$ cat src/rtl/ps2_pkg.sv
// Shared PS/2 definitions: host transmitter states, common command bytes and
// frame helpers used by the host-to-device transmit path.
package ps2_pkg;

    typedef enum logic [2:0] {
        IDLE     = 3'd0,
        INHIBIT  = 3'd1,
        START    = 3'd2,
        TX       = 3'd3,
        ACK      = 3'd4,
        WAIT_REL = 3'd5
    } ps2_state_e;

    localparam logic [7:0] PS2_CMD_RESET    = 8'hFF;
    localparam logic [7:0] PS2_CMD_ENABLE   = 8'hF4;
    localparam logic [7:0] PS2_CMD_SET_RATE = 8'hF3;
    localparam logic [7:0] PS2_ACK_BYTE     = 8'hFA;

    // Index of the stop bit within the 11-bit frame; bitcnt stops one past it.
    localparam logic [3:0] PS2_STOP_IDX   = 4'd10;
    localparam logic [3:0] PS2_BITCNT_MAX = 4'd11;

    function automatic logic odd_parity(input logic [7:0] d);
        return ~^d;
    endfunction

    // Frame bit idx of {stop, parity, data[7:0], start}; beyond the stop bit the line idles high.
    function automatic logic frame_bit(input logic [7:0] d, input logic p, input logic [3:0] idx);
        logic [10:0] frame;
        logic        b;
        frame = {1'b1, p, d, 1'b0};
        if (idx <= PS2_STOP_IDX) begin
            b = frame[idx];
        end else begin
            b = 1'b1;
        end
        return b;
    endfunction

endpackage

$ cat src/rtl/ps2_host_tx_if.sv
// Command handshake between a requester and the PS/2 host transmitter.
interface ps2_host_tx_if;
    logic [7:0] tx_data;
    logic       tx_start;
    logic       busy;
    logic       done;
    logic       err;

    modport master (output tx_data, output tx_start, input busy, input done, input err);
    modport slave  (input tx_data, input tx_start, output busy, output done, output err);
endinterface

$ cat src/rtl/ps2_line_sync.sv
// Two-flop synchronizer for one raw PS/2 line plus a registered falling-edge pulse.
// Shared by the receive and transmit paths.
module ps2_line_sync (
    input  logic clk,
    input  logic rst,
    input  logic line_in,
    output logic level,
    output logic fall
);

    logic meta_r;
    logic sync_r;
    logic prev_r;
    logic fall_r;

    // Synchronize the line and flag a 1->0 transition of the synced level; idle-high reset avoids a false edge.
    always_ff @(posedge clk) begin
        if (rst) begin
            meta_r <= 1'b1;
            sync_r <= 1'b1;
            prev_r <= 1'b1;
            fall_r <= 1'b0;
        end else begin
            meta_r <= line_in;
            sync_r <= meta_r;
            prev_r <= sync_r;
            fall_r <= prev_r & ~sync_r;
        end
    end

    assign level = sync_r;
    assign fall  = fall_r;

endmodule

$ cat src/rtl/ps2_host_tx.sv
// Host-to-device PS/2 transmitter: inhibits the bus, sends one command byte with
// odd parity, checks the device ACK and reports done or err.
module ps2_host_tx #(
    parameter int INHIBIT_CYCLES = 10000,
    parameter int TIMEOUT_CYCLES = 2000000
) (
    input  logic          clk,
    input  logic          rst,
    ps2_host_tx_if.slave  cmd,
    input  logic          ps2_clk_in,
    input  logic          ps2_data_in,
    output logic          ps2_clk_oe,
    output logic          ps2_data_oe
);
    import ps2_pkg::*;

    localparam int CNT_MAX = (INHIBIT_CYCLES > TIMEOUT_CYCLES) ? INHIBIT_CYCLES : TIMEOUT_CYCLES;
    localparam int CNT_W   = $clog2(CNT_MAX + 1);
    localparam logic [CNT_W-1:0] INH_LAST = CNT_W'(INHIBIT_CYCLES - 1);
    localparam logic [CNT_W-1:0] TO_LAST  = CNT_W'(TIMEOUT_CYCLES - 1);
    localparam logic [CNT_W-1:0] CNT_ONE  = {{(CNT_W-1){1'b0}}, 1'b1};
    localparam logic [CNT_W-1:0] CNT_ZERO = {CNT_W{1'b0}};

    ps2_state_e       state_r, state_nxt_s;
    logic [3:0]       bitcnt_r, bitcnt_nxt_s;
    logic [CNT_W-1:0] cnt_r;
    logic [7:0]       data_r;
    logic             par_r;

    logic clk_level_s, clk_fall_s;
    logic data_level_s, data_fall_unused_s;
    logic active_s, timeout_s;

    logic busy_s, clk_oe_s, data_oe_s, done_s, err_s;
    logic busy_r, clk_oe_r, data_oe_r, done_r, err_r;

    ps2_line_sync u_clk_sync (
        .clk     (clk),
        .rst     (rst),
        .line_in (ps2_clk_in),
        .level   (clk_level_s),
        .fall    (clk_fall_s)
    );

    ps2_line_sync u_data_sync (
        .clk     (clk),
        .rst     (rst),
        .line_in (ps2_data_in),
        .level   (data_level_s),
        .fall    (data_fall_unused_s)
    );

    // The timeout window runs from START through WAIT_REL, counted by the shared cycle counter.
    assign active_s  = state_r inside {START, TX, ACK, WAIT_REL};
    assign timeout_s = active_s && (cnt_r == TO_LAST);

    // State, counters, latched command and registered outputs.
    always_ff @(posedge clk) begin
        if (rst) begin
            state_r   <= IDLE;
            bitcnt_r  <= 4'd0;
            cnt_r     <= CNT_ZERO;
            data_r    <= 8'h00;
            par_r     <= 1'b0;
            busy_r    <= 1'b0;
            clk_oe_r  <= 1'b0;
            data_oe_r <= 1'b0;
            done_r    <= 1'b0;
            err_r     <= 1'b0;
        end else begin
            state_r  <= state_nxt_s;
            bitcnt_r <= bitcnt_nxt_s;
            // Restart at IDLE and again on entering START so the timeout counts from the start bit.
            if ((state_r == IDLE) || (state_nxt_s == START)) begin
                cnt_r <= CNT_ZERO;
            end else begin
                cnt_r <= cnt_r + CNT_ONE;
            end
            if ((state_r == IDLE) && cmd.tx_start) begin
                data_r <= cmd.tx_data;
                par_r  <= odd_parity(cmd.tx_data);
            end else begin
                data_r <= data_r;
                par_r  <= par_r;
            end
            busy_r    <= busy_s;
            clk_oe_r  <= clk_oe_s;
            data_oe_r <= data_oe_s;
            done_r    <= done_s;
            err_r     <= err_s;
        end
    end

    // Next-state and bit-counter logic; timeout wins over any line activity.
    always_comb begin
        state_nxt_s  = state_r;
        bitcnt_nxt_s = bitcnt_r;
        case (state_r)
            IDLE: begin
                if (cmd.tx_start) begin
                    state_nxt_s = INHIBIT;
                end else begin
                    state_nxt_s = IDLE;
                end
            end
            INHIBIT: begin
                if (cnt_r == INH_LAST) begin
                    state_nxt_s = START;
                end else begin
                    state_nxt_s = INHIBIT;
                end
            end
            START: begin
                bitcnt_nxt_s = 4'd0;
                if (timeout_s) begin
                    state_nxt_s = IDLE;
                end else begin
                    state_nxt_s = TX;
                end
            end
            TX: begin
                if (timeout_s) begin
                    state_nxt_s = IDLE;
                end else if (clk_fall_s) begin
                    bitcnt_nxt_s = (bitcnt_r == PS2_BITCNT_MAX) ? bitcnt_r : bitcnt_r + 4'd1;
                    if (bitcnt_r == PS2_STOP_IDX) begin
                        state_nxt_s = ACK;
                    end else begin
                        state_nxt_s = TX;
                    end
                end else begin
                    state_nxt_s = TX;
                end
            end
            ACK: begin
                if (timeout_s) begin
                    state_nxt_s = IDLE;
                end else if (!data_level_s) begin
                    state_nxt_s = WAIT_REL;
                end else begin
                    state_nxt_s = IDLE;
                end
            end
            WAIT_REL: begin
                if (timeout_s) begin
                    state_nxt_s = IDLE;
                end else if (clk_level_s && data_level_s) begin
                    state_nxt_s = IDLE;
                end else begin
                    state_nxt_s = WAIT_REL;
                end
            end
            default: begin
                state_nxt_s  = IDLE;
                bitcnt_nxt_s = 4'd0;
            end
        endcase
    end

    // Output decode from the upcoming state so every output is registered yet aligned with state_r.
    always_comb begin
        busy_s    = 1'b0;
        clk_oe_s  = 1'b0;
        data_oe_s = 1'b0;
        done_s    = 1'b0;
        err_s     = 1'b0;
        case (state_nxt_s)
            IDLE: begin
                // Leaving an active state: only a clean release from WAIT_REL counts as success.
                if (active_s) begin
                    if ((state_r == WAIT_REL) && !timeout_s) begin
                        done_s = 1'b1;
                    end else begin
                        err_s = 1'b1;
                    end
                end else begin
                    done_s = 1'b0;
                end
            end
            INHIBIT: begin
                busy_s   = 1'b1;
                clk_oe_s = 1'b1;
            end
            START: begin
                busy_s    = 1'b1;
                clk_oe_s  = 1'b1;
                data_oe_s = 1'b1;
            end
            TX: begin
                busy_s    = 1'b1;
                data_oe_s = ~frame_bit(data_r, par_r, bitcnt_nxt_s);
            end
            ACK, WAIT_REL: begin
                busy_s = 1'b1;
            end
            default: begin
                busy_s = 1'b0;
            end
        endcase
    end

    assign ps2_clk_oe  = clk_oe_r;
    assign ps2_data_oe = data_oe_r;
    assign cmd.busy    = busy_r;
    assign cmd.done    = done_r;
    assign cmd.err     = err_r;

endmodule

$ cat src/flat_wrapper.sv
// flat-port wrapper written by rule: the top's interface ports become plain ports
module ps2_host_tx_flat import ps2_pkg::*;
#(
    parameter int INHIBIT_CYCLES = 10000,
    parameter int TIMEOUT_CYCLES = 2000000
)
  (clk, rst, ps2_clk_in, ps2_data_in, ps2_clk_oe, ps2_data_oe, cmd_tx_data, cmd_tx_start, cmd_busy, cmd_done, cmd_err);
  ps2_host_tx_if cmd_i ();
  input  logic clk;
  input  logic rst;
  input  logic ps2_clk_in;
  input  logic ps2_data_in;
  output logic ps2_clk_oe;
  output logic ps2_data_oe;
  input wire logic [$bits(cmd_i.tx_data)-1:0] cmd_tx_data;
  input wire logic [$bits(cmd_i.tx_start)-1:0] cmd_tx_start;
  output wire logic [$bits(cmd_i.busy)-1:0] cmd_busy;
  output wire logic [$bits(cmd_i.done)-1:0] cmd_done;
  output wire logic [$bits(cmd_i.err)-1:0] cmd_err;
  assign cmd_i.tx_data = cmd_tx_data;
  assign cmd_i.tx_start = cmd_tx_start;
  assign cmd_busy = cmd_i.busy;
  assign cmd_done = cmd_i.done;
  assign cmd_err = cmd_i.err;
  ps2_host_tx #(.INHIBIT_CYCLES(INHIBIT_CYCLES), .TIMEOUT_CYCLES(TIMEOUT_CYCLES)) u_core (.clk(clk), .rst(rst), .cmd(cmd_i), .ps2_clk_in(ps2_clk_in), .ps2_data_in(ps2_data_in), .ps2_clk_oe(ps2_clk_oe), .ps2_data_oe(ps2_data_oe));
endmodule
$ cat config.mk
export PLATFORM = sky130hd
export DESIGN_NAME = ps2_host_tx_flat
export DESIGN_NICKNAME = d
export VERILOG_FILES = /design/src/rtl/ps2_pkg.sv /design/src/rtl/ps2_host_tx_if.sv /design/src/rtl/ps2_line_sync.sv /design/src/rtl/ps2_host_tx.sv /design/src/flat_wrapper.sv
export SDC_FILE = /design/constraint.sdc
export NUM_CORES = 1
export LEC_CHECK = 0
export CORE_UTILIZATION = 60
export CTS_BUF_LIST = sky130_fd_sc_hd__clkbuf_4
export DETAILED_ROUTE_END_ITERATION = 8
export HOLD_SLACK_MARGIN = 0.15
export PLACE_DENSITY = 0.82
export SLEW_MARGIN = 0
export SYNTH_ARGS = -nofsm -noshare
export SYNTH_HDL_FRONTEND = slang
export SYNTH_HIERARCHICAL = 1
export SYNTH_SLANG_ARGS = --single-unit
$ cat constraint.sdc
create_clock -name clk -period 3.08 [get_ports clk]
set_input_delay 0.77 -clock clk [delete_from_list [all_inputs] [get_ports clk]]
set_output_delay 0.77 -clock clk [all_outputs]
set_load 0.05 [all_outputs]
==> out/results.ini <==
[finish]
antenna_cells=0
nFillCells=282
layout.nets=283
utilization_pct=72.0
drive_above_1_share_pct=6.34
synthToLayoutAreaGrowth_pct=12.9

[route]
viasPerCell=5.63
postRouteAntennaNets=0
routed_wl_mm=4.03
firstDrtPassIters=4
drtIter0Drc=142
drcViolationCount=0
avgRoutedWirePerCell_um=12.8
via_count=1769

[sta]
skew_ns=0.00869
slew_viol_final=0
setup_violations=0
slew_headroom_pct=50.9
finalCritPeriodShare_pct=88.3
rsz0062_at_grt=no
post-route-min-period_ns=2.72
finalHoldViolCount=0
max_clock_freq_mhz=368
tightest_slew_ns=0.728
fin_tns_setup_ns=0

[cts]
cts_resized=0
ctsRootBufferMaster=clkbuf_4
cts_buffers=5
clock_latency_ns=0.37
hold_buffers=0
path_clk_slew_ns=0.14
cts_setup_buffers=0
cts_tree=done
cts_max_path_buffers=2
clock-sinks=48
h-tree-depth=2

[flow_run]
cap_violations=0

[min_path]
holdCritPathClass=flip-flop to flip-flop
worstHoldStart=u_core/u_data_sync/meta_r$_SDFF_PP1_
hold_end=u_core/u_data_sync/level$_SDFF_PP1_
whs_path_depth=1

[power]
pwr_density_cell_mw_per_mm2=452
peakVddDrop_mv=0.374
leakage_nw=0.863
total_power_mw=1.11

[yosys]
synthesis.nets=265
yosysWarnings=6
synth_area_per_cell_um2=8.75
synth_cells=249
syn-cell-area_mm2=0.00218

[placement]
dp_hpwl_mm=2.90
io_buffers=17
place_congestion=0.848

[setup_path]
crit_fanout=11
critPathRequiredTime_ns=3.36
r2r_end=u_core/ps2_data_oe$_SDFF_PP0_
r2r_cells=9
crit_type=flip-flop to flip-flop
r2r_slack_ns=0.36
worstSetupStartpointType=flip-flop
worst_ep_arrival_time_ns=3.00
crit_path_end_kind=flip-flop
timing.rr.start=u_core/cnt_r[0]$_SDFF_PP0_

[global_route]
antenna_found_initial=0
grt_max_degree=22
grt_overflow=0
grt_pass1_vias=1594
track_usage_pct=23.4
grt_pass1_wl_mm=7.27

[floorplanning]
core_area_mm2=0.00342
rows=21
ios=18
die_w_um=62.3
die_height_um=62.3
design.die.area_mm2=0.00388
start_util_pct=63.8

[outcome]
status=completed

==> worst max-delay path, cell delays in order, from the launching register on <==
cell	delay, ns
dfxtp_1	0.37
ha_1	0.19
and3_1	0.26
nor2b_1	0.29
nand4b_2	0.31
nor3b_1	0.26
a31oi_1	0.30
a21oi_1	0.12
a221o_1	0.32
a32o_1	0.21
==> layout make-up <==
type	instances	area, um2	share of cell area, %
multi-input cells	188	1160	47.2
flip-flops and latches	48	961	39.1
repair buffers	18	178	7.22
well taps	46	57.6	2.34
clock inverters	3	42.5	1.73
clock buffers	5	37.5	1.53
inverters	6	22.5	0.916
==> worst max-delay path by stage <==
stage	end	start	cells past startpoint
2_1_floorplan	u_core/ps2_data_oe$_SDFF_PP0_	u_core/cnt_r[0]$_SDFF_PP0_	10
3_3_place_gp	u_core/ps2_data_oe$_SDFF_PP0_	u_core/cnt_r[0]$_SDFF_PP0_	9
3_5_place_dp	u_core/ps2_data_oe$_SDFF_PP0_	u_core/cnt_r[0]$_SDFF_PP0_	9
4_1_cts	u_core/ps2_data_oe$_SDFF_PP0_	u_core/cnt_r[0]$_SDFF_PP0_	9
5_1_grt	u_core/ps2_data_oe$_SDFF_PP0_	u_core/cnt_r[0]$_SDFF_PP0_	9
6_report	u_core/ps2_data_oe$_SDFF_PP0_	u_core/cnt_r[0]$_SDFF_PP0_	9
==> state kept, by name (all words and copies together), names as in the netlist, 3 cells and up <==
register,count
u_core/cnt_r,21
u_core/bitcnt_r,4
u_core/data_r,8
u_core/state_r,3
==> power by group <==
group / internal (mW) / switching [mW]
Combinational: 0.0428 / 0.0488
Clock: 0.169 / 0.205
Sequential: 0.637 / 0.00979
==> per-stage QoR <==
| step | setup WS, ns | cells | area [um2] | hold slack [ns] |
|---|---|---|---|---|
| global route | 0.152 | 314 | 2460 | 0.455 |
| global placement | 0.467 | 306 | 2380 | 0.387 |
| floorplan | 0.772 | 249 | 2180 | 0.385 |
| CTS | 0.366 | 314 | 2460 | 0.438 |
| detailed placement | 0.385 | 306 | 2380 | 0.406 |
| finish | 0.360 | 314 | 2460 | 0.432 |
==> layer usage <==
layer	routed length (um)	share of wire [%]	up-vias	global-route usage, %
met5	0	0	-	0
met4	55	1.4	0	10.8
met3	178	4.4	7	4.23
met2	1790	44	46	35.0
met1	2010	50	821	32.8
li1	-	-	895	-
==> cells in the final DEF, fill, tap and decap left out, drive strengths merged, types with 2 or more instances in the layout <==
cell type / instances
clkdlybuf4s50: 17
nand4: 9
mux2i: 2
a21oi: 14
dfxtp: 48
nand2: 37
xnor2: 14
nor2: 31
nor2b: 4
clkbuf: 5
or2: 6
a31oi: 3
nor3: 2
inv: 6
nor4b: 2
o21ai: 3
nand3: 14
and2: 3
nor4: 2
or4: 2
xor2: 12
and3: 6
nor3b: 4
ha: 3
Power figures use the tool's default switching activity.
